**config.mk**
```make
export PLATFORM = sky130hd
export DESIGN_NAME = id_stage_pipe
export DESIGN_NICKNAME = d
export VERILOG_FILES = /design/src/rtl/id_stage_pipe.sv
export SDC_FILE = /design/constraint.sdc
export NUM_CORES = 1
export LEC_CHECK = 0
export ABC_CLOCK_PERIOD_IN_PS = 2910
export CAP_MARGIN = 20
export CORE_MARGIN = 5
export CORE_UTILIZATION = 30
export DETAILED_ROUTE_END_ITERATION = 8
export GPL_TIMING_DRIVEN = 0
export SLEW_MARGIN = 20
export SYNTH_ARGS = -nofsm -noshare
export SYNTH_HDL_FRONTEND = slang
export SYNTH_SLANG_ARGS = --single-unit
```
**constraint.sdc**
```tcl
create_clock -name clk_i -period 2.91 [get_ports clk_i]
set_input_delay 0.7275 -clock clk_i [delete_from_list [all_inputs] [get_ports clk_i]]
set_output_delay 0.7275 -clock clk_i [all_outputs]
set_load 0.01 [all_outputs]
```
**src/rtl/id_stage_pipe.sv**
```systemverilog
// Decode stage with ID/EX register; optional write-back bypass via ID_WB_BYPASS_EN.
// Latency: 1 cycle from accept to out_valid_o.
// Backpressure: bundle held while out_valid_o & ~out_ready_i; in_ready_o drops on stall, load-use hazard or flush.
module id_stage_pipe #(
    parameter int XLEN   = 32,
    parameter int ADDR_W = 32,
    parameter int GPR_AW = 5,
    parameter int ID_LEN = 6
) (
    input  logic              clk_i,
    input  logic              rst_i,
    input  logic              in_valid_i,
    output logic              in_ready_o,
    input  logic [31:0]       instr_i,
    input  logic [ADDR_W-1:0] pc_i,
    input  logic              flush_i,
    output logic [GPR_AW-1:0] rs1_addr_o,
    output logic [GPR_AW-1:0] rs2_addr_o,
    output logic [6:0]        funct7_o,
    output logic [2:0]        funct3_o,
    output logic [6:0]        opcode_o,
    input  logic [4:0]        ctrl_i,
    input  logic [ID_LEN-1:0] instr_id_i,
    input  logic [XLEN-1:0]   rs1_val_i,
    input  logic [XLEN-1:0]   rs2_val_i,
    input  logic              wb_we_i,
    input  logic [GPR_AW-1:0] wb_addr_i,
    input  logic [XLEN-1:0]   wb_data_i,
    output logic              out_valid_o,
    input  logic              out_ready_i,
    output logic [ADDR_W-1:0] pc_o,
    output logic [GPR_AW-1:0] rd_addr_o,
    output logic [GPR_AW-1:0] rs1_addr_q_o,
    output logic [GPR_AW-1:0] rs2_addr_q_o,
    output logic [4:0]        ctrl_o,
    output logic [ID_LEN-1:0] instr_id_o,
    output logic [XLEN-1:0]   rs1_val_o,
    output logic [XLEN-1:0]   rs2_val_o,
    output logic [XLEN-1:0]   imm_o
);

    typedef struct packed {
        logic rs1_re;
        logic rs2_re;
        logic rd_we;
        logic mem_re;
        logic mem_we;
    } ctrl_t;

    typedef struct packed {
        logic [ADDR_W-1:0] pc;
        logic [GPR_AW-1:0] rd_addr;
        logic [GPR_AW-1:0] rs1_addr;
        logic [GPR_AW-1:0] rs2_addr;
        ctrl_t             ctrl;
        logic [ID_LEN-1:0] instr_id;
        logic [XLEN-1:0]   rs1_val;
        logic [XLEN-1:0]   rs2_val;
        logic [XLEN-1:0]   imm;
    } bundle_t;

    localparam logic [6:0] OP_IMM    = 7'b0010011;
    localparam logic [6:0] OP_LOAD   = 7'b0000011;
    localparam logic [6:0] OP_JALR   = 7'b1100111;
    localparam logic [6:0] OP_STORE  = 7'b0100011;
    localparam logic [6:0] OP_BRANCH = 7'b1100011;
    localparam logic [6:0] OP_LUI    = 7'b0110111;
    localparam logic [6:0] OP_AUIPC  = 7'b0010111;
    localparam logic [6:0] OP_JAL    = 7'b1101111;

    ctrl_t              ctrl_dec;
    bundle_t            bundle_q;
    bundle_t            bundle_d;
    logic               out_valid_q;
    logic               hazard;
    logic               accept;
    logic signed [31:0] imm32;
    logic [XLEN-1:0]    rs1_val_d;
    logic [XLEN-1:0]    rs2_val_d;

    assign rs1_addr_o = GPR_AW'(instr_i[19:15]);
    assign rs2_addr_o = GPR_AW'(instr_i[24:20]);
    assign funct7_o   = instr_i[31:25];
    assign funct3_o   = instr_i[14:12];
    assign opcode_o   = instr_i[6:0];
    assign ctrl_dec   = ctrl_t'(ctrl_i);

    // Immediates are assembled at 32 bits, then sign-extended to XLEN by the signed cast.
    always_comb begin
        imm32 = '0;
        case (instr_i[6:0])
            OP_IMM, OP_LOAD, OP_JALR:
                imm32 = {{20{instr_i[31]}}, instr_i[31:20]};
            OP_STORE:
                imm32 = {{20{instr_i[31]}}, instr_i[31:25], instr_i[11:7]};
            OP_BRANCH:
                imm32 = {{19{instr_i[31]}}, instr_i[31], instr_i[7], instr_i[30:25],
                         instr_i[11:8], 1'b0};
            OP_LUI, OP_AUIPC:
                imm32 = {instr_i[31:12], 12'b0};
            OP_JAL:
                imm32 = {{11{instr_i[31]}}, instr_i[31], instr_i[19:12], instr_i[20],
                         instr_i[30:21], 1'b0};
            default:
                imm32 = '0;
        endcase
    end

`ifdef ID_WB_BYPASS_EN
    // Write-back lands in the regfile at this edge, so its read port still shows the old value.
    assign rs1_val_d = (wb_we_i && (wb_addr_i != '0) && (wb_addr_i == rs1_addr_o)) ?
                       wb_data_i : rs1_val_i;
    assign rs2_val_d = (wb_we_i && (wb_addr_i != '0) && (wb_addr_i == rs2_addr_o)) ?
                       wb_data_i : rs2_val_i;
`else
    logic wb_unused;
    assign wb_unused = ^{wb_we_i, wb_addr_i, wb_data_i};
    assign rs1_val_d = rs1_val_i;
    assign rs2_val_d = rs2_val_i;
`endif

    always_comb begin
        bundle_d          = '0;
        bundle_d.pc       = pc_i;
        bundle_d.rd_addr  = GPR_AW'(instr_i[11:7]);
        bundle_d.rs1_addr = rs1_addr_o;
        bundle_d.rs2_addr = rs2_addr_o;
        bundle_d.ctrl     = ctrl_dec;
        bundle_d.instr_id = instr_id_i;
        bundle_d.rs1_val  = rs1_val_d;
        bundle_d.rs2_val  = rs2_val_d;
        bundle_d.imm      = XLEN'(imm32);
    end

    // Load in EXE whose result the decoding instruction needs: hold it in IF/ID for one bubble.
    assign hazard = out_valid_q && bundle_q.ctrl.mem_re && (bundle_q.rd_addr != '0) &&
                    ((ctrl_dec.rs1_re && (rs1_addr_o == bundle_q.rd_addr)) ||
                     (ctrl_dec.rs2_re && (rs2_addr_o == bundle_q.rd_addr)));

    assign in_ready_o = (!out_valid_q || out_ready_i) && !hazard && !flush_i;
    assign accept     = in_valid_i && in_ready_o;

    always_ff @(posedge clk_i) begin
        if (rst_i) begin
            out_valid_q <= 1'b0;
            bundle_q    <= '0;
        end else if (flush_i) begin
            out_valid_q <= 1'b0;
        end else if (accept) begin
            out_valid_q <= 1'b1;
            bundle_q    <= bundle_d;
        end else if (out_ready_i) begin
            out_valid_q <= 1'b0;
        end
    end

    assign out_valid_o  = out_valid_q;
    assign pc_o         = bundle_q.pc;
    assign rd_addr_o    = bundle_q.rd_addr;
    assign rs1_addr_q_o = bundle_q.rs1_addr;
    assign rs2_addr_q_o = bundle_q.rs2_addr;
    assign ctrl_o       = bundle_q.ctrl;
    assign instr_id_o   = bundle_q.instr_id;
    assign rs1_val_o    = bundle_q.rs1_val;
    assign rs2_val_o    = bundle_q.rs2_val;
    assign imm_o        = bundle_q.imm;

endmodule

```
==> results of run 1 <==
## layout make-up
class                           instances  area (µm²)
Clock buffer                           19         453
Multi-Input combinational cell        740        4810
Sequential cell                       155        3110
Tap cell                              384         480
Clock inverter                         13         130
Inverter                               27         101
Timing Repair Buffer                  329        3280
Fill cell                            2826       15700
Buffer                                149         843
## critical path, stage by stage
cell	delay (ns)
clkdlybuf4s15_2	0.28
xnor2_1	0.20
nand4_1	0.19
o22ai_4	0.23
buf_6	0.14
nand2_4	0.06
and3b_1	0.15
buf_2	0.13
## cells in the mapped netlist, types with 3 or more instances
cell,instances
nand2_1,251
dfxtp_1,155
and3_1,124
a2bb2oi_1,116
o311ai_1,88
clkbuf_1,71
o311ai_0,33
buf_4,31
buf_2,30
inv_1,27
a21oi_1,22
a211oi_1,18
buf_6,15
o32ai_1,12
xnor2_1,10
nor2_1,8
a32o_1,7
a221oi_1,5
a22o_1,4
a221oi_2,3
nor2b_1,3
## what timing repair did
action | 4_1_cts | 5_1_grt
hold endpoints to repair | 0 | 0
pin swaps | 5 | 0
setup endpoints to repair | 1 | 33
resized for setup | 37 | 10
buffers inserted | 5 | 0
## routing by layer
metal | vias up | track usage | part of all wire
li1 | 4711 | - | -
met1 | 4825 | 0.297 | 0.46
met2 | 373 | 0.334 | 0.45
met3 | 37 | 0.0442 | 0.063
met4 | 0 | 0.0636 | 0.021
met5 | - | 0 | 0
## sequential cells by signal, indices dropped and copies added, names as in the netlist
name	flops
instr_id_o	6
rs1_addr_q_o	5
out_valid_o	1
imm_o	32
ctrl_o	5
rs2_addr_q_o	5
rs2_val_o	32
pc_o	32
rs1_val_o	32
rd_addr_o	5
## worst paths after layout
check	from	end	slack, ns
max	instr_i[22]	in_ready_o	0.08
min	imm_o[18]	imm_o[18]	0.46
min reg2reg	imm_o[18]	imm_o[18]	0.46
max reg2reg	out_valid_o	rs1_val_o[2]	0.48
## logic make-up (layout without fill, tap and decap cells)
family	Yosys count	in the layout
mux	2	2
flops	155	155
buf+inv	176	537
xor+xnor	10	10
simple gates	405	405
compound gates	323	323
## power by group through the flow
stage,Combinational [W],Sequential [W],Clock [W]
after floorplan,0.000576,0.00250,0
after global placement,0.00141,0.00244,0
after detailed placement,0.00142,0.00244,0
after CTS,0.00143,0.00239,0.00233
after global routing,0.00153,0.00241,0.00241
final,0.00143,0.00239,0.00228
## through the flow
step | area [µm²] | utilization
after global routing | 13200 | 0.458
after CTS | 13200 | 0.458
after detailed placement | 12500 | 0.434
after global placement | 12500 | 0.434
final | 13200 | 0.458
after floorplan | 8810 | -
==> run_results.csv, run 1 <==
group,metric,value,unit
hold_path,holdCritPathClass,"register to register",
die,core_area,28900,µm²
placed_design,place_inst,1779,
hold_path,hold_depth,2,
yosys,synth_area_leaders,"dfxtp_1, a2bb2oi_1, nand2_1, and3_1, o311ai_1",
route,drc,0,
setup_path,ff2ff_path_depth,8,
finish,area_delta_synth_final,49.8,%
route,via_per_inst,5.48,
timing,fin_ws,0.0757,ns
status,status,"finished clean",
global_routing,grt_overflow,0,
timing,fin_crit,2.83,ns
yosys,synth_nets,1253,
yosys,synth_area_leader_cell,"dfxtp_1",
clock_network,numCtsBuffers,17,
route,routed_wl,37000,µm
setup_path,crit_type,"input port to output pin",
yosys,synthSimpleGateAreaFrac,0.217,
die,fp-row-count,62,
power_and_ir_drop,p_switching,0.00179,W
timing,tns,0,ns
timing,clock.fmax,0.353,GHz
power_and_ir_drop,p_int,0.00431,W
job,max_cap_viol_count,0,
die,pin_count,365,
finish,final_layout_size_suffix_gt1_frac,0.0971,
clock_network,cts_buffer_depth,2,
timing,fin_crit_sh,0.974,
die,fp.dieH,181,µm
yosys,yosys_warnings,0,
setup_path,arrival,2.11,ns
power_and_ir_drop,vdd_drop_max,0.329,mV
yosys,synth_cell_type_count,49,
finish,final_cell_mix,"clkdlybuf4s50_1, nand2_1, dfxtp_1",
power_and_ir_drop,total_power,0.00610,W
power_and_ir_drop,seqPwrFrac,0.392,
placed_design,place_congestion,0.814,
timing,hold_viol_final,0,
setup_path,start_kind,"input port",
power_and_ir_drop,p_leak,5.06,nW
global_routing,grt_start_max_net_pins,17,
yosys,synth-edff-count,0,
yosys,synth_compound_area_frac,0.314,
timing,slew_viol_final,0,
placed_design,place_hpwl,26900,µm
yosys,synth-xor-area-share,0.00994,
yosys,synth_adder_area_share,0,
clock_network,cts_sinks,155,
yosys,netlist_instances,1071,
yosys,synth.area.mux_share,0.00241,
timing,finalSetupViolCount,0,
timing,finClkSkew,0.0163,ns
timing,hold_slack,0.457,ns
power_and_ir_drop,p_clk_frac,0.374,
clock_network,clk_pin_slew,0.07,ns
route,num_vias,9946,
route,drt-pass1-iter-count,5,
route,drt_iter0_markers,734,
yosys,synthFlopType,"dfxtp_1",
setup_path,end_kind,"output pin",
die,fp.dieArea,32900,µm²
placed_design,dp_slack,-1.26,ns
finish,nets,1601,
route,routedWlPerCell,20.4,µm
global_routing,grt_pass1_vias,9706,
timing,rsz0062_at_grt,"false",
finish,final_common_cell,"clkdlybuf4s50_1",
finish,final_cells,1816,
clock_network,cts_tree,"built",
timing,worst-slew-pin-transition,0.698,ns
yosys,ys_async_sr_fraction,0,
clock_network,htree_levels,4,
global_routing,grt_pass1_wl,57100,µm
yosys,synth_area,8810,µm²
die,start_util,0.305,
yosys,syn_area_per_cell,8.23,µm²
global_routing,grt_antenna_before_repair,0,
yosys,synth_top_family_by_area,"compound AO/OA/AOI/OAI gates",
finish,antenna_cells,0,
die,die_x,181,µm
setup_path,critical_path_required,2.18,ns
global_routing,track_usage,0.213,
clock_network,clk_latency,0.43,ns
yosys,yosysSeqAreaShare,0.352,
setup_path,crit_path_max_fanout,5,
power_and_ir_drop,comb_power_share,0.234,
power_and_ir_drop,power.density,462,nW/µm²
timing,maxSlewHeadroom,0.535,
yosys,ys_ff_latch,155,
power_and_ir_drop,swShare,0.294,
clock_network,cts_root_buffer,"clkbuf_16",
placed_design,port_buffers,324,
route,ant_nets,0,
clock_network,cts_hold_buf,0,
yosys,yosysTopAreaCellShare,0.352,
No activity file was read; power rests on OpenSTA's default activity.
==> inputs of run 2 (changes only) <==
--- a/config.mk
+++ b/config.mk
@@ -11,6 +11,7 @@
 export CORE_UTILIZATION = 30
 export DETAILED_ROUTE_END_ITERATION = 8
 export GPL_TIMING_DRIVEN = 0
+export REMOVE_ABC_BUFFERS = 1
 export SLEW_MARGIN = 20
 export SYNTH_ARGS = -nofsm -noshare
 export SYNTH_HDL_FRONTEND = slang
==> run 2 against run 1 <==
  * The run now ends with setup timing left
  * First-iteration DRC count fell by 22%
  * Fmax fell by 3.9%
  * Non-clock buffer count fell by 128
  * Final cell count fell by 7.0%
  * Core utilization fell by 1.1 points
  * Critical path depth did not move
  * Critical path type unchanged
  * Largest cell class unchanged
  * Largest power group unchanged
==> run_results.csv, run 2 (synthesized netlist as in run 1, its figures left out) <==
group,metric,value,unit
status,status,"finished, violations left",
status,violations,"setup timing",
setup_path,rrSetupSlack,0.18,ns
finish,nets,1473,
hold_path,holdCritPathClass,"register to register",
finish,final_cell_mix,"clkdlybuf4s50_1, nand2_1, dfxtp_1",
clock_network,cts_tree,"built",
placed_design,place_hpwl,20400,µm
die,die_x,181,µm
setup_path,reg2reg_to,"pc_o[18]",
timing,rsz0062_at_grt,"true",
route,drc,0,
timing,fin_crit,2.95,ns
route,num_vias,9040,
setup_path,end_kind,"output pin",
die,fp.dieH,181,µm
route,ant_nets,0,
timing,slew_viol_final,0,
setup_path,endpoint,"in_ready_o",
setup_path,crit_path_top_delay_cell,"dlygate4sd2_1",
setup_path,crit_type,"input port to output pin",
route,drt-pass1-iter-count,4,
die,fp.dieArea,32900,µm²
placed_design,place_congestion,0.775,
clock_network,cts_hold_buf,0,
global_routing,grt_antenna_before_repair,3,
placed_design,port_buffers,326,
clock_network,cts_sinks,155,
route,drt_iter0_markers,570,
power_and_ir_drop,vdd_drop_max,0.316,mV
setup_path,critical_path_required,2.18,ns
timing,finalSetupViolCount,1,
power_and_ir_drop,total_power,0.00610,W
setup_path,crit_start,"instr_i[20]",
finish,utilization,0.446,
setup_path,slowest_delay,0.28,ns
timing,hold_slack,0.461,ns
clock_network,htree_levels,4,
setup_path,ff2ff_path_depth,8,
finish,final_layout_size_suffix_gt1_frac,0.0668,
die,fp-row-count,62,
power_and_ir_drop,power.density,474,nW/µm²
power_and_ir_drop,p_leak,4.89,nW
clock_network,clk_latency,0.43,ns
setup_path,crit_path_max_fanout,6,
die,pin_count,365,
finish,num-fill-cells,2854,
setup_path,arrival,2.22,ns
die,start_util,0.305,
timing,hold_viol_final,0,
route,routedWlPerCell,17.9,µm
global_routing,grt_pass1_wl,47700,µm
clock_network,clk_pin_slew,0.07,ns
clock_network,cts_buffer_depth,2,
finish,multiInputGateArea,4850,µm²
finish,final_common_cell,"clkdlybuf4s50_1",
job,max_cap_viol_count,0,
route,via_per_inst,5.36,
clock_network,cts_root_buffer,"clkbuf_16",
setup_path,crit_chain,"clkdlybuf4s15_2 > xnor2_1 > nand2_2 > o22ai_4 > buf_6 > nand2_4 > and3b_1 > dlygate4sd2_1",
clock_network,numCtsBuffers,17,
timing,clock.fmax,0.339,GHz
global_routing,grt_overflow,0,
finish,area_delta_synth_final,46.1,%
die,core_area,28900,µm²
global_routing,grt_pass1_vias,8437,
global_routing,grt_start_max_net_pins,127,
timing,fin_ws,-0.0395,ns
setup_path,start_kind,"input port",
timing,maxSlewHeadroom,0.347,
timing,fin_crit_sh,1.01,
setup_path,r2r-start,"rd_addr_o[4]",
timing,worst-slew-pin-transition,0.979,ns
finish,register_area,3110,µm²
route,routed_wl,30200,µm
global_routing,track_usage,0.174,
timing,finClkSkew,0.0160,ns
==> run 2: changes by cell type in the layout (fill, tap and decap cells not counted), moves of 3 or more <==
cell	delta
clkinv_4	-3
buf_4	-31
buf_6	-16
dlygate4sd2_1	-3
buf_16	+14
buf_2	-23
buf_8	+4
buf_1	-3
clkbuf_2	-4
clkbuf_1	-66
==> run 2: cell type report <==
cell class | count | area share
timing repair buffer | 350 | 0.290
tap | 384 | 0.0373
antenna | 2 | 0.000388
sequential | 155 | 0.241
multi-input combinational | 740 | 0.377
clock buffer | 18 | 0.0341
clock inverter | 12 | 0.0126
inverter | 27 | 0.00845
==> run 2: worst max-delay path: cells and delay by family <==
kind                      cells  cell delay, ns
and+or+nand+nor               3            0.35
AOI/OAI and AO/OA             1            0.21
xor gates and xnor gates      1            0.24
buffers and inverters         3            0.69
==> run 2: how the worst min path moves through the flow <==
stage / slack (ns) / cells past startpoint / start / to
2_1_floorplan: 0.47 / 2 / imm_o[11] / imm_o[11]
3_3_place_gp: 0.45 / 2 / imm_o[18] / imm_o[18]
3_5_place_dp: 0.45 / 2 / imm_o[31] / imm_o[31]
4_1_cts: 0.46 / 2 / imm_o[31] / imm_o[31]
5_1_grt: 0.48 / 2 / imm_o[31] / imm_o[31]
6_report: 0.46 / 2 / imm_o[13] / imm_o[13]
==> run 2: report_power, final <==
group | switching [W] | leakage, nW | internal [W] | total (W)
clock network | 0.000998 | 0.290 | 0.00138 | 0.00238
logic | 0.000593 | 3.32 | 0.000752 | 0.00135
registers | 0.0000937 | 1.28 | 0.00229 | 0.00238
==> run 2: through the flow <==
step | area [µm²] | std cells | setup TNS, ns | setup slack, ns
floorplan | 7990 | 922 | -382.37 | -3.10
global placement | 11700 | 1632 | -874.91 | -7.18
detailed placement | 12200 | 1652 | -28.72 | -1.26
CTS | 12900 | 1686 | 0 | 0.00394
global route | 12900 | 1687 | -0.122 | -0.122
finish | 12900 | 1688 | -0.0395 | -0.0395
==> run 2: what timing repair did <==
item	CTS	global route
buffers inserted	4	0
setup endpoints to repair	33	12
resized for setup	46	4
pin swaps	9	3
==> run 2: routing by layer <==
| metal | GRT usage | vias up | routed length (µm) |
|---|---|---|---|
| li1 | - | 4460 | - |
| met1 | 0.227 | 4345 | 13700 |
| met2 | 0.287 | 206 | 14400 |
| met3 | 0.0438 | 25 | 1540 |
| met4 | 0.0453 | 4 | 537 |
| met5 | 0 | - | 25 |
==> inputs of run 3 (changes only) <==
--- a/config.mk
+++ b/config.mk
@@ -7,7 +7,6 @@
 export LEC_CHECK = 0
 export ABC_CLOCK_PERIOD_IN_PS = 2910
 export CAP_MARGIN = 20
-export CORE_MARGIN = 5
 export CORE_UTILIZATION = 30
 export DETAILED_ROUTE_END_ITERATION = 8
 export GPL_TIMING_DRIVEN = 0
==> run 3 against run 2 <==
  * Clock skew is 0.0031 ns lower
  * First-iteration DRC count is 8.6% lower
  * The flow now finishes without violations
  * Largest cell class unchanged
  * Critical path depth is 1 lower
  * Total power is 2.7% lower
  * Sequential cell count stayed put
==> run_results.csv, run 3 (synthesized netlist as in run 1, its figures left out) <==
group,metric,value,unit
setup_path,crit_chain,"clkdlybuf4s15_2 > xnor2_1 > nand4_1 > o22ai_4 > nand2_4 > and3b_1 > dlygate4sd2_1",
route,drt_iter0_markers,521,
power_and_ir_drop,p_leak,4.89,nW
finish,num-fill-cells,2798,
route,drc,0,
power_and_ir_drop,vdd_drop_max,0.298,mV
setup_path,crit_path_top_delay_cell,"dlygate4sd2_1",
clock_network,cts_tree,"built",
route,drt-pass1-iter-count,4,
finish,antenna_cells,0,
timing,maxSlewHeadroom,0.393,
die,start_util,0.306,
setup_path,crit_path_max_fanout,5,
global_routing,grt_pass1_wl,45400,µm
timing,hold_viol_final,0,
route,routed_wl,28300,µm
global_routing,grt_start_max_net_pins,142,
timing,worst-slew-pin-transition,0.911,ns
die,pin_count,365,
route,m1WireLength,13000,µm
power_and_ir_drop,p_switching,0.00175,W
finish,fin_area,12800,µm²
setup_path,ff2ff_path_depth,7,
timing,clock.fmax,0.349,GHz
power_and_ir_drop,swShare,0.294,
setup_path,reg2reg_to,"imm_o[1]",
finish,final_cell_mix,"clkdlybuf4s50_1, nand2_1, dfxtp_1",
setup_path,r2r-start,"rd_addr_o[2]",
die,fp.dieH,173,µm
placed_design,place_hpwl,18900,µm
setup_path,crit_start,"instr_i[22]",
finish,utilization,0.446,
hold_path,holdCritPathClass,"register to register",
placed_design,placedInstanceArea,12200,µm²
global_routing,grt_pass1_vias,8466,
route,met2WireLength,13000,µm
timing,finalSetupViolCount,0,
clock_network,numCtsBuffers,17,
clock_network,cts_sinks,155,
power_and_ir_drop,p_int,0.00419,W
setup_path,cp_top_family,"buffers and inverters",
setup_path,slowest_delay,0.28,ns
job,max_cap_viol_count,0,
finish,nets,1476,
die,fp-row-count,62,
power_and_ir_drop,power.density,462,nW/µm²
clock_network,cts_buffer_depth,2,
route,dr_wl_met3,1640,µm
finish,final_layout_size_suffix_gt1_frac,0.0689,
power_and_ir_drop,seqPwrFrac,0.401,
setup_path,end_kind,"output pin",
clock_network,clk_latency,0.43,ns
route,via_per_inst,5.41,
route,ant_nets,0,
finish,area_delta_synth_final,45.7,%
global_routing,track_usage,0.182,
setup_path,start_kind,"input port",
setup_path,endpoint,"in_ready_o",
global_routing,grt_overflow,0,
timing,fin_crit_sh,0.984,
timing,slew_viol_final,0,
timing,finClkSkew,0.0129,ns
setup_path,worst-path-stages,7,
timing,fin_crit,2.86,ns
clock_network,cts_hold_buf,0,
placed_design,port_buffers,326,
die,die_x,173,µm
setup_path,arrival,2.14,ns
die,core_area,28800,µm²
power_and_ir_drop,p_clk_frac,0.375,
global_routing,grt_antenna_before_repair,0,
route,num_vias,9146,
clock_network,clk_pin_slew,0.07,ns
timing,hold_slack,0.460,ns
setup_path,crit_type,"input port to output pin",
clock_network,cts_root_buffer,"clkbuf_16",
die,fp.dieArea,30100,µm²
placed_design,place_congestion,0.768,
route,highest_layer,"met4",
setup_path,worst-path-buf-inv,2,
setup_path,rrSetupSlack,0.28,ns
route,routedWlPerCell,16.7,µm
finish,final_common_cell,"clkdlybuf4s50_1",
clock_network,htree_levels,4,
setup_path,critical_path_required,2.18,ns
status,status,"finished clean",
power_and_ir_drop,comb_power_share,0.224,
[run 3: cell types whose count changed in the layout (fill, tap and decap cells not counted), moves of 2 or more]
| cell | before | now |
|---|---|---|
| clkbuf_2 | 0 | 4 |
| diode_2 | 2 | 0 |
| bufinv_16 | 3 | 0 |
| buf_4 | 5 | 7 |
| inv_8 | 1 | 4 |
| clkinvlp_4 | 2 | 0 |
| clkdlybuf4s15_2 | 4 | 1 |
[run 3: metal layers]
layer | GRT usage | up-vias
li1 | - | 4480
met4 | 0.0568 | 0
met2 | 0.294 | 243
met5 | 0 | -
met1 | 0.237 | 4393
met3 | 0.0458 | 30
[run 3: area by class of cell]
class / instances / area, µm² / share of cell area
multi-input combinational: 741 / 4850 / 0.378
timing repair buffer: 352 / 3730 / 0.290
sequential: 155 / 3110 / 0.242
tap: 384 / 480 / 0.0374
clock buffer: 18 / 439 / 0.0342
clock inverter: 14 / 130 / 0.0101
inverter: 27 / 109 / 0.00848
[run 3: how the worst min path moves through the flow]
stage | endpoint | depth (start not counted) | startpoint | slack (ns)
2_1_floorplan | imm_o[11] | 2 | imm_o[11] | 0.47
3_3_place_gp | imm_o[12] | 2 | imm_o[12] | 0.45
3_5_place_dp | imm_o[2] | 2 | imm_o[2] | 0.45
4_1_cts | imm_o[18] | 2 | imm_o[18] | 0.46
5_1_grt | imm_o[19] | 2 | imm_o[19] | 0.47
6_report | imm_o[2] | 2 | imm_o[2] | 0.46
[run 3: what timing repair did]
item	4_1_cts	5_1_grt
buffers inserted	4	3
pin swaps	3	12
setup endpoints to repair	34	22
gates resized for setup	27	16
cloned	0	1
[run 3: tightest hold or removal path: cells and delay by family (launching register included)]
| kind | cells | cell delay [ns] |
|---|---|---|
| AO/OA/AOI/OAI | 1 | 0.05 |
| buffers and inverters | 1 | 0.05 |
| flip-flops | 1 | 0.31 |
[run 3: power groups by stage]
stage | clock, W | combinational, W | sequential, W
floorplan | 0 | 0.000520 | 0.00250
global placement | 0 | 0.00135 | 0.00243
detailed placement | 0 | 0.00133 | 0.00243
CTS | 0.00231 | 0.00134 | 0.00238
global route | 0.00239 | 0.00144 | 0.00240
finish | 0.00223 | 0.00133 | 0.00238
[run 3: through the flow]
stage               setup TNS, ns  power [W]  instances  setup WS [ns]
floorplan                 -382.37    0.00302        922          -3.10
global placement          -871.19    0.00377       1632          -7.27
detailed placement         -26.53    0.00375       1651          -1.66
CTS                       -0.0490    0.00603       1687        -0.0490
global route             -0.00604    0.00623       1691       -0.00604
finish                          0    0.00594       1691         0.0461
